===== src/rtl/adder_result_accumulator.sv =====
// rtl/adder_result_accumulator.sv - frames COUNT adder results into a wide total; optional ACC_SATURATE_EN clamps instead of wrapping
module adder_result_accumulator #(
  parameter int WIDTH     = 4,
  parameter int COUNT     = 16,
  parameter int ACC_WIDTH = 8
) (
  input  logic                 clk,
  input  logic                 rst,
  input  logic [WIDTH-1:0]     sum_in,
  input  logic                 cout_in,
  input  logic                 in_valid,
  input  logic                 start,
  output logic [ACC_WIDTH-1:0] acc_out,
  output logic                 out_valid,
  output logic                 overflow,
  output logic                 busy
);

  localparam int CNT_W = (COUNT < 2) ? 1 : $clog2(COUNT + 1);

  // Reject configurations the datapath cannot represent.
  generate
    if (ACC_WIDTH < WIDTH + 1) begin : g_bad_acc_width
      $error("ACC_WIDTH must be at least WIDTH+1");
    end
    if (COUNT < 1) begin : g_bad_count
      $error("COUNT must be at least 1");
    end
  endgenerate

  typedef enum logic [1:0] {
    IDLE = 2'd0,
    ACC  = 2'd1,
    DONE = 2'd2
  } state_t;

  state_t               state, state_n;
  logic [ACC_WIDTH-1:0] acc, acc_n;
  logic [CNT_W-1:0]     cnt, cnt_n;
  logic                 sticky, sticky_n;
  logic [ACC_WIDTH-1:0] acc_out_n;
  logic                 overflow_n;

  logic [ACC_WIDTH-1:0] sample;
  logic [ACC_WIDTH:0]   add_wide;
  logic                 carry;
  logic [ACC_WIDTH-1:0] add_res;

  // Zero-extended sample and the one-bit-wider add whose MSB is the overflow carry.
  always_comb begin
    sample   = ACC_WIDTH'({cout_in, sum_in});
    add_wide = {1'b0, acc} + {1'b0, sample};
    carry    = add_wide[ACC_WIDTH];
`ifdef ACC_SATURATE_EN
    add_res  = carry ? {ACC_WIDTH{1'b1}} : add_wide[ACC_WIDTH-1:0];
`else
    add_res  = add_wide[ACC_WIDTH-1:0];
`endif
  end

  // Next-state and datapath updates; start takes priority over everything but reset.
  always_comb begin
    state_n    = state;
    acc_n      = acc;
    cnt_n      = cnt;
    sticky_n   = sticky;
    acc_out_n  = acc_out;
    overflow_n = overflow;
    if (start) begin
      sticky_n = 1'b0;
      if (in_valid) begin
        // The sample riding on start is the first of the new frame.
        acc_n = sample;
        cnt_n = CNT_W'(1);
        if (COUNT == 1) begin
          // A single sample always fits, so a one-sample frame never overflows.
          acc_out_n  = sample;
          overflow_n = 1'b0;
          state_n    = DONE;
        end else begin
          state_n = ACC;
        end
      end else begin
        acc_n   = '0;
        cnt_n   = '0;
        state_n = ACC;
      end
    end else begin
      case (state)
        ACC: begin
          if (in_valid) begin
            acc_n    = add_res;
            sticky_n = sticky | carry;
            cnt_n    = cnt + CNT_W'(1);
            if (cnt == CNT_W'(COUNT - 1)) begin
              acc_out_n  = add_res;
              overflow_n = sticky | carry;
              state_n    = DONE;
            end
          end
        end
        DONE:    state_n = IDLE;
        default: state_n = state;
      endcase
    end
  end

  // State and datapath registers with synchronous reset.
  always_ff @(posedge clk) begin
    if (rst) begin
      state    <= IDLE;
      acc      <= '0;
      cnt      <= '0;
      sticky   <= 1'b0;
      acc_out  <= '0;
      overflow <= 1'b0;
    end else begin
      state    <= state_n;
      acc      <= acc_n;
      cnt      <= cnt_n;
      sticky   <= sticky_n;
      acc_out  <= acc_out_n;
      overflow <= overflow_n;
    end
  end

  // Status outputs decode straight from the state register, so they are glitch-free.
  always_comb begin
    out_valid = (state == DONE);
    busy      = (state == ACC);
  end

endmodule


===== config.mk =====
export PLATFORM = sky130hd
export DESIGN_NAME = adder_result_accumulator
export DESIGN_NICKNAME = d
export VERILOG_FILES = /design/src/rtl/adder_result_accumulator.sv
export SDC_FILE = /design/constraint.sdc
export NUM_CORES = 1
export LEC_CHECK = 0
export ABC_AREA = 1
export CAP_MARGIN = 10
export CORE_MARGIN = 2
export CORE_UTILIZATION = 30
export DETAILED_ROUTE_END_ITERATION = 16
export PLACE_DENSITY = 0.57
export SLEW_MARGIN = 20
export SYNTH_ARGS = -nofsm -noshare
export SYNTH_HDL_FRONTEND = slang
export SYNTH_SLANG_ARGS = --single-unit

===== constraint.sdc =====
create_clock -name clk -period 1.5 [get_ports clk]
set_input_delay 0.3 -clock clk [delete_from_list [all_inputs] [get_ports clk]]
set_output_delay 0.3 -clock clk [all_outputs]
set_load 0.1 [all_outputs]

# == Yosys cells after proc, flatten, opt, wreduce, memory -nomap -nowiden ==
# Index checks and enable logic that the tools add are counted.
# W data, S select, Z words.
# totals
word_cells,40
ff_bits,25
output_inout_bits,11
# op_classes
n_addsub,2
n_mux,12
eq_ne,7
bitwise,2
reduce_logical,10
# op_table
operator,count
$mux W8,3
$mux W5,4
$add A8 B5 Y9,1
$reduce_and A3 Y1,2
$reduce_bool A2 Y1,3
$add A5 B1 Y5 const B,1
$eq A5 B4 Y1 const B,1
$mux W2,2
$pmux W2 S2,1
$reduce_and A2 Y1,2
$reduce_and A4 Y1,1
$ne A3 B2 Y1 const B,1
$ne A3 B3 Y1 const B,1
$reduce_bool A3 Y1,1
$eq A2 B1 Y1 const B,1
$eq A2 B2 Y1 const B,1
$mux W1,2
$ne A2 B1 Y1 const B,1
$ne A2 B2 Y1 const B,1
$reduce_or A2 Y1,1
$not A1 Y1,1
$or A1 B1 Y1,1

# == Logic depth before layout (Yosys ltp) ==
# Gate-level depths: netlist of the first run.
# logic_depth
depth_word,5
depth_mapped,13

# == Least setup slack after synthesis of the first run ==
# OpenSTA, ideal clock, no wires.
# synth_timing
path_type,register to output
start,register state[1]
end,output out_valid
t_required_ns,1.200
slack_ns,-0.473
path_stages_with_launch,3
t_arrival_ns,1.673
n_path_buf,0
path_cell_list,dfxtp_1 inv_1 nor2_1
# synth_via
elab_chain_len,1
# synth_lines
item,line,source
"start, declared",37,"state_t state, state_n;"
"start signal, assigned",118,state <= state_n;
$eq A2 B2 Y1,129,out_valid = (state == DONE);
"end, declared",14,"output logic out_valid,"
# No other way between the ends.

# == Worst setup path after layout of the first run ==
# layout_timing
start,register cnt[0]
end,register acc_out[6]
# layout_via
elab_chain_len,2
# layout_lines
item,line,source
"start, declared",39,"logic [CNT_W-1:0] cnt, cnt_n;"
"start signal, assigned",120,cnt <= cnt_n;
$eq A5 B4 Y1,95,if (cnt == CNT_W'(COUNT - 1)) begin
$reduce_and A4 Y1 (no source line),n/a,
"end signal, assigned",122,acc_out <= acc_out_n;
"end, declared",13,"output logic [ACC_WIDTH-1:0] acc_out,"
# No other way between the ends.
# A chain may end at the register's enable or synchronous reset.

==> impl_metrics.yaml, run 1 <==
power_and_ir_drop:
  p_total_mw: 1.47
  ir_worst_vdd_uv: 576
  powerDensity_nw_per_um2: 692
  leakage_nw: 0.928
global_route:
  grtUsageMet3_pct: 3.09
  use_met1_pct: 18.8
  grt_max_degree: 16
  grt.busiest_layer: "met2"
  grt_pass1_wl_mm: 5.76
  use_met2_pct: 23.4
  antenna_found_initial: 0
  grt_pass1_vias: 1359
  grtUsageTotal_pct: 14.2
  overflow: 0
clock_network:
  clock_sinks: 25
  root_buffer: "clkbuf_8"
  max-clock-path-buffers: 2
  cts_buffers: 3
  clk_latency_ns: 0.28
  htree_levels: 1
  clk_pin_slew_ns: 0.10
  cts_tree: "yes"
  hold_buffers: 0
sta:
  fin_hold_ws_ns: 0.434
  period_needed_ns: 1.60
  final_hold_viol_count: 0
  final-setup-viol-count: 9
  rsz0062_at_grt: "yes"
  worst_slew_pin_slew_ns: 0.245
  report.final.slew_viol_count: 0
  period_share_pct: 107
  fin_ws_ns: -0.102
  slew-limit-headroom_pct: 83.6
  fin_skew_ns: 0.0119
  clock.fmax_mhz: 624
place:
  dp_slack_ns: -0.618
  place_hpwl_mm: 2.41
  port_buffers: 19
  gp_congestion: 0.768
floorplan:
  fp.dieH_um: 71.2
  die_x_um: 71.2
  ios: 20
  num_rows: 24
  core_area_sq_um: 4350
  initial_core_util_pct: 31.1
  die-area_sq_um: 5080
synthesis:
  ys_async_sr_fraction_pct: 0
  syn-num-nets: 207
  synth_warnings: 0
  synth.avg_cell_area_sq_um: 7.14
  ys_types: 27
  synth_seq_cells: 25
  ys_seq_area_share_pct: 36.9
  synth_edf_count: 0
  synth_flop_cell: "dfxtp_1"
  syn_area_sq_um: 1360
  syn_inst: 190
route:
  vias: 1341
  drt.antenna.violating_nets: 0
  routedWlPerCell_um: 11.5
  first_iter_violations: 32
  drt_pass1_iterations: 4
  drc_errors: 0
  detail_route.wirelength_mm: 3.33
  viasPerCell: 4.62
worst_setup_path:
  end_kind: "flip-flop"
  slowest_stage: "dfxtp_2"
  crit_type: "reg2reg"
  worstPathCellList: "ha_4 > inv_2 > nor3_4 > ha_2 > nand3_2 > nor2_4 > buf_4 > buf_6 > nand2_1 > nand2_1 > inv_1"
  crit_buf_inv: 4
  path_max_fanout: 4
  critPathTopFamily: "simple AND/OR/NAND/NOR gates"
  crit_top_cell: "nand2_1"
  reg2reg_depth: 11
  path_depth: 11
  crit_required_ns: 1.68
  arrival_ns: 1.78
  slowest_delay_ns: 0.37
  critPathLaunchType: "flip-flop"
layout:
  final_common_cell: "nand2_1"
  drive_gt1_share_pct: 39.1
  area_growth_pct: 56.5
  diodes: 0
  fillers: 425
  layout_common_cells: "nand2_1 (40), buf_4 (25), dfxtp_1 (20)"
  nets: 256
run_status:
  outcome: "finished, violations left"
  violations: "setup timing"
hold_path:
  whs_path_depth: 3
  min_path_type: "in2reg"
run:
  maxCapViolCount: 0
## synth_stat cells, types with 3 or more instances
master     n  area share, %
a21oi_1   15            5.5
dfxtp_1   25             37
ha_1       7            6.5
inv_1     23            6.4
inv_2      3           0.83
nand2_1   45             12
nand3_1    9            3.3
nand3b_1   3            1.7
nor2_1    20            5.5
nor2_2     5            2.3
nor3_1     3            1.1
o21ai_0   11            4.1
## state kept, by name (all words and copies together), names as in the netlist
register	cells
overflow	1
acc_out	8
acc	8
state	2
sticky	1
cnt	5
## final timing paths
path / slack, ns / end / from
max: -0.10 / acc_out[6] / cnt[0]
max reg2reg: -0.10 / acc_out[6] / cnt[0]
min: 0.43 / acc[3] / sum_in[3]
min reg2reg: 0.47 / cnt[4] / cnt[4]
## where the power goes
group | leakage [nW] | switching [mW] | internal, mW
clock | 0.0217 | 0.239 | 0.189
combinational | 0.702 | 0.174 | 0.167
sequential | 0.205 | 0.0168 | 0.683
total | 0.928 | 0.429 | 1.04
## layout make-up
cell class,count,area [sq um],area share [%]
flip-flops and latches,25,507,23.9
well taps,52,65.1,3.07
clock buffers,3,41.3,1.95
clock inverters,1,7.51,0.354
repair buffers,47,532,25.1
inverters,26,100,4.72
multi-input cells,136,870,41.0
## metal layers
metal	vias to the layer above	routed length (um)	share of wire (%)
met5	-	0	0
met4	0	55	1.7
met3	6	141	4.2
met2	21	1530	46
met1	609	1610	48
li1	705	-	-
## worst register-to-register path: stages, from the launching register on
cell and delay (ns):
dfxtp_2 0.37, ha_4 0.14, inv_2 0.04, nor3_4 0.11, ha_2 0.19, nand3_2 0.10, nor2_4 0.17, buf_4 0.15
buf_6 0.11, nand2_1 0.05, nand2_1 0.05, inv_1 0.03
## repair_timing
| item | 4_1_cts | 5_1_grt |
|---|---|---|
| cloned | 1 | 0 |
| setup endpoints to repair | 17 | 15 |
| buffers inserted | 0 | 1 |
| pin swaps | 15 | 7 |
| resized for setup | 24 | 11 |
## cell families after synthesis
logic type / share of synthesized area, %
flops: 36.9
buf+inv: 9.22
simple gates: 31.5
xor+xnor: 1.29
compound gates: 13.2
fa+ha+maj: 7.93
## per-stage QoR
step,cell area (sq um),TNS (ns),std cells,utilization (%)
after floorplan,1400,-2.68,190,-
after global placement,1940,-7.45,284,44.6
after detailed placement,1940,-7.77,284,44.6
after CTS,2060,-0.563,289,47.4
after global routing,2120,-1.99,290,48.7
final,2120,-0.545,290,48.7
Power figures use the tool's default switching activity.
==> run 2: changes to the inputs <==
--- a/config.mk
+++ b/config.mk
@@ -10,7 +10,7 @@
 export CORE_MARGIN = 2
 export CORE_UTILIZATION = 30
 export DETAILED_ROUTE_END_ITERATION = 16
-export PLACE_DENSITY = 0.57
+export PLACE_DENSITY = 0.49
 export SLEW_MARGIN = 20
 export SYNTH_ARGS = -nofsm -noshare
 export SYNTH_HDL_FRONTEND = slang
==> run 2 against run 1 <==
  * The flow still finishes with violations (setup timing)
  * Critical path depth is 1 lower
  * Sequential power is essentially flat
  * Total power about the same
  * Utilization rose by 0.43 points
  * Die area unchanged
  * Global-route usage rose by 0.51 points
  * Clock power shrank 2%
  * Register-to-register slack about the same
  * Final area rose by 0.88%
  * Final cell count stayed put
  * Critical endpoint is now acc_out[1]
  * Largest cell class unchanged
==> impl_metrics.yaml, run 2 (synthesized netlist as in run 1, its figures left out) <==
sta:
  fin_hold_ws_ns: 0.472
  timing.setup.tns_ns: -0.676
  slew-limit-headroom_pct: 83.2
  fin_skew_ns: 0.00252
  period_needed_ns: 1.61
  report.final.slew_viol_count: 0
  final_hold_viol_count: 0
  final-setup-viol-count: 12
  clock.fmax_mhz: 620
  fin_ws_ns: -0.112
  period_share_pct: 107
  rsz0062_at_grt: "yes"
  worst_slew_pin_slew_ns: 0.250
worst_setup_path:
  arrival_ns: 1.81
  path_max_fanout: 6
  crit_buf_inv: 3
  slowest_delay_ns: 0.37
  crit_type: "reg2reg"
  path_depth: 10
  crit_required_ns: 1.70
  reg2reg_depth: 10
  slowest_stage: "dfxtp_2"
  end_kind: "flip-flop"
  critPathTopFamily: "simple AND/OR/NAND/NOR gates"
  critPathLaunchType: "flip-flop"
  worstPathCellList: "ha_4 > inv_2 > nor3_4 > ha_2 > nand3_4 > nor2_4 > buf_12 > buf_8 > nor2_2 > a211oi_2"
layout:
  final_common_cell: "nand2_1"
  diodes: 0
  nets: 256
  area_growth_pct: 57.8
  top_regs: "acc x8, acc_out x8, cnt x5"
  fin_util_pct: 49.2
  layout_common_cells: "nand2_1 (39), buf_4 (25), dfxtp_1 (19)"
  drive_gt1_share_pct: 42.0
run:
  maxCapViolCount: 0
floorplan:
  num_rows: 24
  fp.dieH_um: 71.2
  core_area_sq_um: 4350
  ios: 20
  die-area_sq_um: 5080
  initial_core_util_pct: 31.1
  die_x_um: 71.2
route:
  viasPerCell: 4.55
  detail_route.wirelength_mm: 3.40
  first_iter_violations: 38
  drt_pass1_iterations: 4
  drt.antenna.violating_nets: 0
  drc_errors: 0
  routedWlPerCell_um: 11.7
  vias: 1319
place:
  gp_congestion: 0.766
  port_buffers: 19
  dp_slack_ns: -0.631
  place_hpwl_mm: 2.48
hold_path:
  min_path_type: "reg2reg"
  whs_path_depth: 2
global_route:
  grt_max_degree: 15
  grt_pass1_vias: 1330
  overflow: 0
  antenna_found_initial: 0
  grtUsageTotal_pct: 14.7
  grt_pass1_wl_mm: 5.93
clock_network:
  root_buffer: "clkbuf_8"
  clock_sinks: 25
  cts_tree: "yes"
  htree_levels: 1
  clk_pin_slew_ns: 0.09
  max-clock-path-buffers: 2
  hold_buffers: 0
  clk_latency_ns: 0.27
  cts_buffers: 3
power_and_ir_drop:
  leakage_nw: 0.914
  ir_worst_vdd_uv: 560
  powerDensity_nw_per_um2: 686
run_status:
  outcome: "finished, violations left"
  violations: "setup timing"
[run 2: cell count changes in the layout (fill, tap and decap cells not counted), sizes merged]
cell          before  now
dlygate4sd2        3    5
dlymetal6s2s       2    0
clkinv             0    1
clkinvlp           1    0
[run 2: final timing paths]
check         start         end  slack, ns
max          cnt[0]  acc_out[1]      -0.11
min          cnt[4]      cnt[4]       0.47
max reg2reg  cnt[0]  acc_out[1]      -0.11
min reg2reg  cnt[4]      cnt[4]       0.47
[run 2: area by class of cell]
type | count | area (sq um)
well taps | 52 | 65.1
multi-input cells | 136 | 893
clock inverters | 1 | 5.00
flip-flops and latches | 25 | 508
inverters | 26 | 100
repair buffers | 47 | 528
fillers | 410 | 2210
clock buffers | 3 | 41.3
[run 2: power breakdown]
part,internal [mW],total (mW),switching (mW)
Clock,0.186,0.419,0.232
Sequential,0.684,0.698,0.0148
Combinational,0.167,0.352,0.185
Total,1.04,1.47,0.432
[run 2: per-stage QoR]
stage,instance area [sq um],instances,power [mW]
after floorplan,1400,190,0.886
after global placement,1920,283,1.02
after detailed placement,1920,283,1.02
after CTS,2070,289,1.47
after global routing,2140,290,1.55
final,2140,290,1.47
[run 2: timing repair]
| item | in CTS | in global routing |
|---|---|---|
| resized for setup | 30 | 15 |
| buffers inserted | 2 | 1 |
| pin swaps | 17 | 9 |
| endpoints found under the setup margin | 18 | 16 |
[run 2: layer usage]
layer,global-route usage (%),share of wire (%),wire (um)
met1,18.8,47,1590
met2,25.7,50,1690
met3,2.95,2.9,97
met4,3.14,0.77,26
met5,0,0,0
[run 2: worst reg2reg max path, stage by stage, from the launching register on]
cell and delay (ns):
dfxtp_2 0.37, ha_4 0.14, inv_2 0.05, nor3_4 0.13, ha_2 0.22, nand3_4 0.09
nor2_4 0.14, buf_12 0.12, buf_8 0.12, nor2_2 0.04, a211oi_2 0.13
==> run 3: changes to the inputs <==
--- a/config.mk
+++ b/config.mk
@@ -9,6 +9,7 @@
 export CAP_MARGIN = 10
 export CORE_MARGIN = 2
 export CORE_UTILIZATION = 30
+export CTS_BUF_LIST = sky130_fd_sc_hd__clkbuf_16
 export DETAILED_ROUTE_END_ITERATION = 16
 export PLACE_DENSITY = 0.49
 export SLEW_MARGIN = 20
==> run 3 against run 2 <==
  * The run still ends with setup timing left
  * Via count up 0.38%
  * Global-route usage down 0.059 points
  * Count of clock-buffer cells in the layout did not move
  * Total power up 13%
  * Critical path depth unchanged
  * Hold slack got worse by 0.0032 ns
  * Combinational power is essentially flat
  * Register-to-register slack barely moved
==> impl_metrics.yaml, run 3 (synthesized netlist as in run 1, its figures left out) <==
clock_network:
  root_buffer: "clkbuf_16"
  htree_levels: 1
  clock_sinks: 25
  max-clock-path-buffers: 2
  clk_latency_ns: 0.26
  clk_pin_slew_ns: 0.07
  cts_buffers: 3
  cts_tree: "yes"
layout:
  fillers: 407
  multi_input_area_sq_um: 893
  drive_gt1_share_pct: 41.2
  nets: 256
  fin_util_pct: 49.9
  regArea_sq_um: 505
  layout_common_cells: "nand2_1 (39), buf_4 (25), dfxtp_1 (21)"
  final_common_cell: "nand2_1"
  diodes: 0
  area_growth_pct: 60.1
  top_regs: "acc x8, acc_out x8, cnt x5"
sta:
  period_needed_ns: 1.61
  fin_skew_ns: 0.00328
  timing.setup.tns_ns: -0.611
  fin_ws_ns: -0.105
  slew-limit-headroom_pct: 83.3
  period_share_pct: 107
  rsz0062_at_grt: "yes"
  report.final.slew_viol_count: 0
  clock.fmax_mhz: 623
  final-setup-viol-count: 12
  worst_slew_pin_slew_ns: 0.248
  final_hold_viol_count: 0
global_route:
  grtUsageTotal_pct: 14.6
  grt_pass1_wl_mm: 5.91
  grt_pass1_vias: 1323
  grt_max_degree: 15
  antenna_found_initial: 0
  overflow: 0
floorplan:
  die_x_um: 71.2
  core_area_sq_um: 4350
  fp.dieH_um: 71.2
  ios: 20
  initial_core_util_pct: 31.1
  num_rows: 24
  die-area_sq_um: 5080
route:
  drc_errors: 0
  drt.antenna.violating_nets: 0
  routedWlPerCell_um: 11.7
  drt_pass1_iterations: 4
  viasPerCell: 4.57
  detail_route.wirelength_mm: 3.40
  first_iter_violations: 42
  vias: 1324
run_status:
  violations: "setup timing"
  outcome: "finished, violations left"
worst_setup_path:
  crit_required_ns: 1.69
  critPathLaunchType: "flip-flop"
  end_kind: "flip-flop"
  startpoint: "cnt[0]"
  rr_startpoint: "cnt[0]"
  path_max_fanout: 6
  arrival_ns: 1.79
  crit_type: "reg2reg"
place:
  gp_congestion: 0.766
  place_hpwl_mm: 2.48
  port_buffers: 19
power_and_ir_drop:
  powerDensity_nw_per_um2: 762
  leakage_nw: 0.928
  ir_worst_vdd_uv: 586
run:
  maxCapViolCount: 0
hold_path:
  min_from: "cnt[4]"
  min_path_type: "reg2reg"
-- run 3: what timing repair did --
action | 4_1_cts | 5_1_grt
gates cloned | 0 | 0
setup buffers | 2 | 1
hold buffers | 0 | 0
endpoints found under the setup margin | 18 | 16
pin swaps | 16 | 9
gates resized for setup | 29 | 14
-- run 3: path summary, 6_finish.rpt --
check                             endpoint  slack, ns  cells after the start
worst max-delay path            acc_out[1]      -0.11                     10
worst max register to register  acc_out[1]      -0.11                     10
worst min register to register      cnt[4]       0.47                      2
worst min-delay path                cnt[4]       0.47                      2
-- run 3: layout make-up --
| class | instances | share of cell area, % |
|---|---|---|
| clock inverter | 1 | 0.230 |
| sequential | 25 | 23.3 |
| clock buffer | 3 | 3.46 |
| timing repair buffer | 47 | 24.3 |
| tap | 52 | 3.00 |
| multi-input combinational | 136 | 41.1 |
| inverter | 26 | 4.61 |
-- run 3: where the power goes --
part	switching, mW	internal [mW]	total, mW	leakage (nW)
Combinational	0.184	0.167	0.351	0.683
Sequential	0.0148	0.683	0.698	0.204
Clock	0.247	0.360	0.606	0.0409
Total	0.446	1.21	1.65	0.928
-- run 3: metrics by stage --
stage          worst slack (ns)  std cells  area [sq um]  hold slack [ns]  power, mW
2_1_floorplan            -0.214        190          1400            0.439      0.886
3_3_place_gp             -0.598        283          1920            0.453       1.02
3_5_place_dp             -0.631        283          1920            0.454       1.02
4_1_cts                 -0.0379        289          2100            0.465       1.66
5_1_grt                  -0.206        290          2170            0.507       1.74
6_report                 -0.105        290          2170            0.469       1.65
-- run 3: metal layers --
metal / track usage (%) / share of wire, % / vias to the layer above
li1: - / - / 704
met1: 18.6 / 46 / 603
met2: 25.7 / 51 / 15
met3: 2.95 / 2.9 / 2
met4: 3.14 / 0.76 / 0
met5: 0 / 0 / -
-- run 3: critical path, stage by stage, from the launching register on --
cell	delay, ns
dfxtp_2	0.36
ha_4	0.14
inv_2	0.04
nor3_4	0.13
ha_2	0.22
nand3_4	0.09
nor2_4	0.14
buf_12	0.12
buf_8	0.12
nor2_2	0.04
a211oi_2	0.13
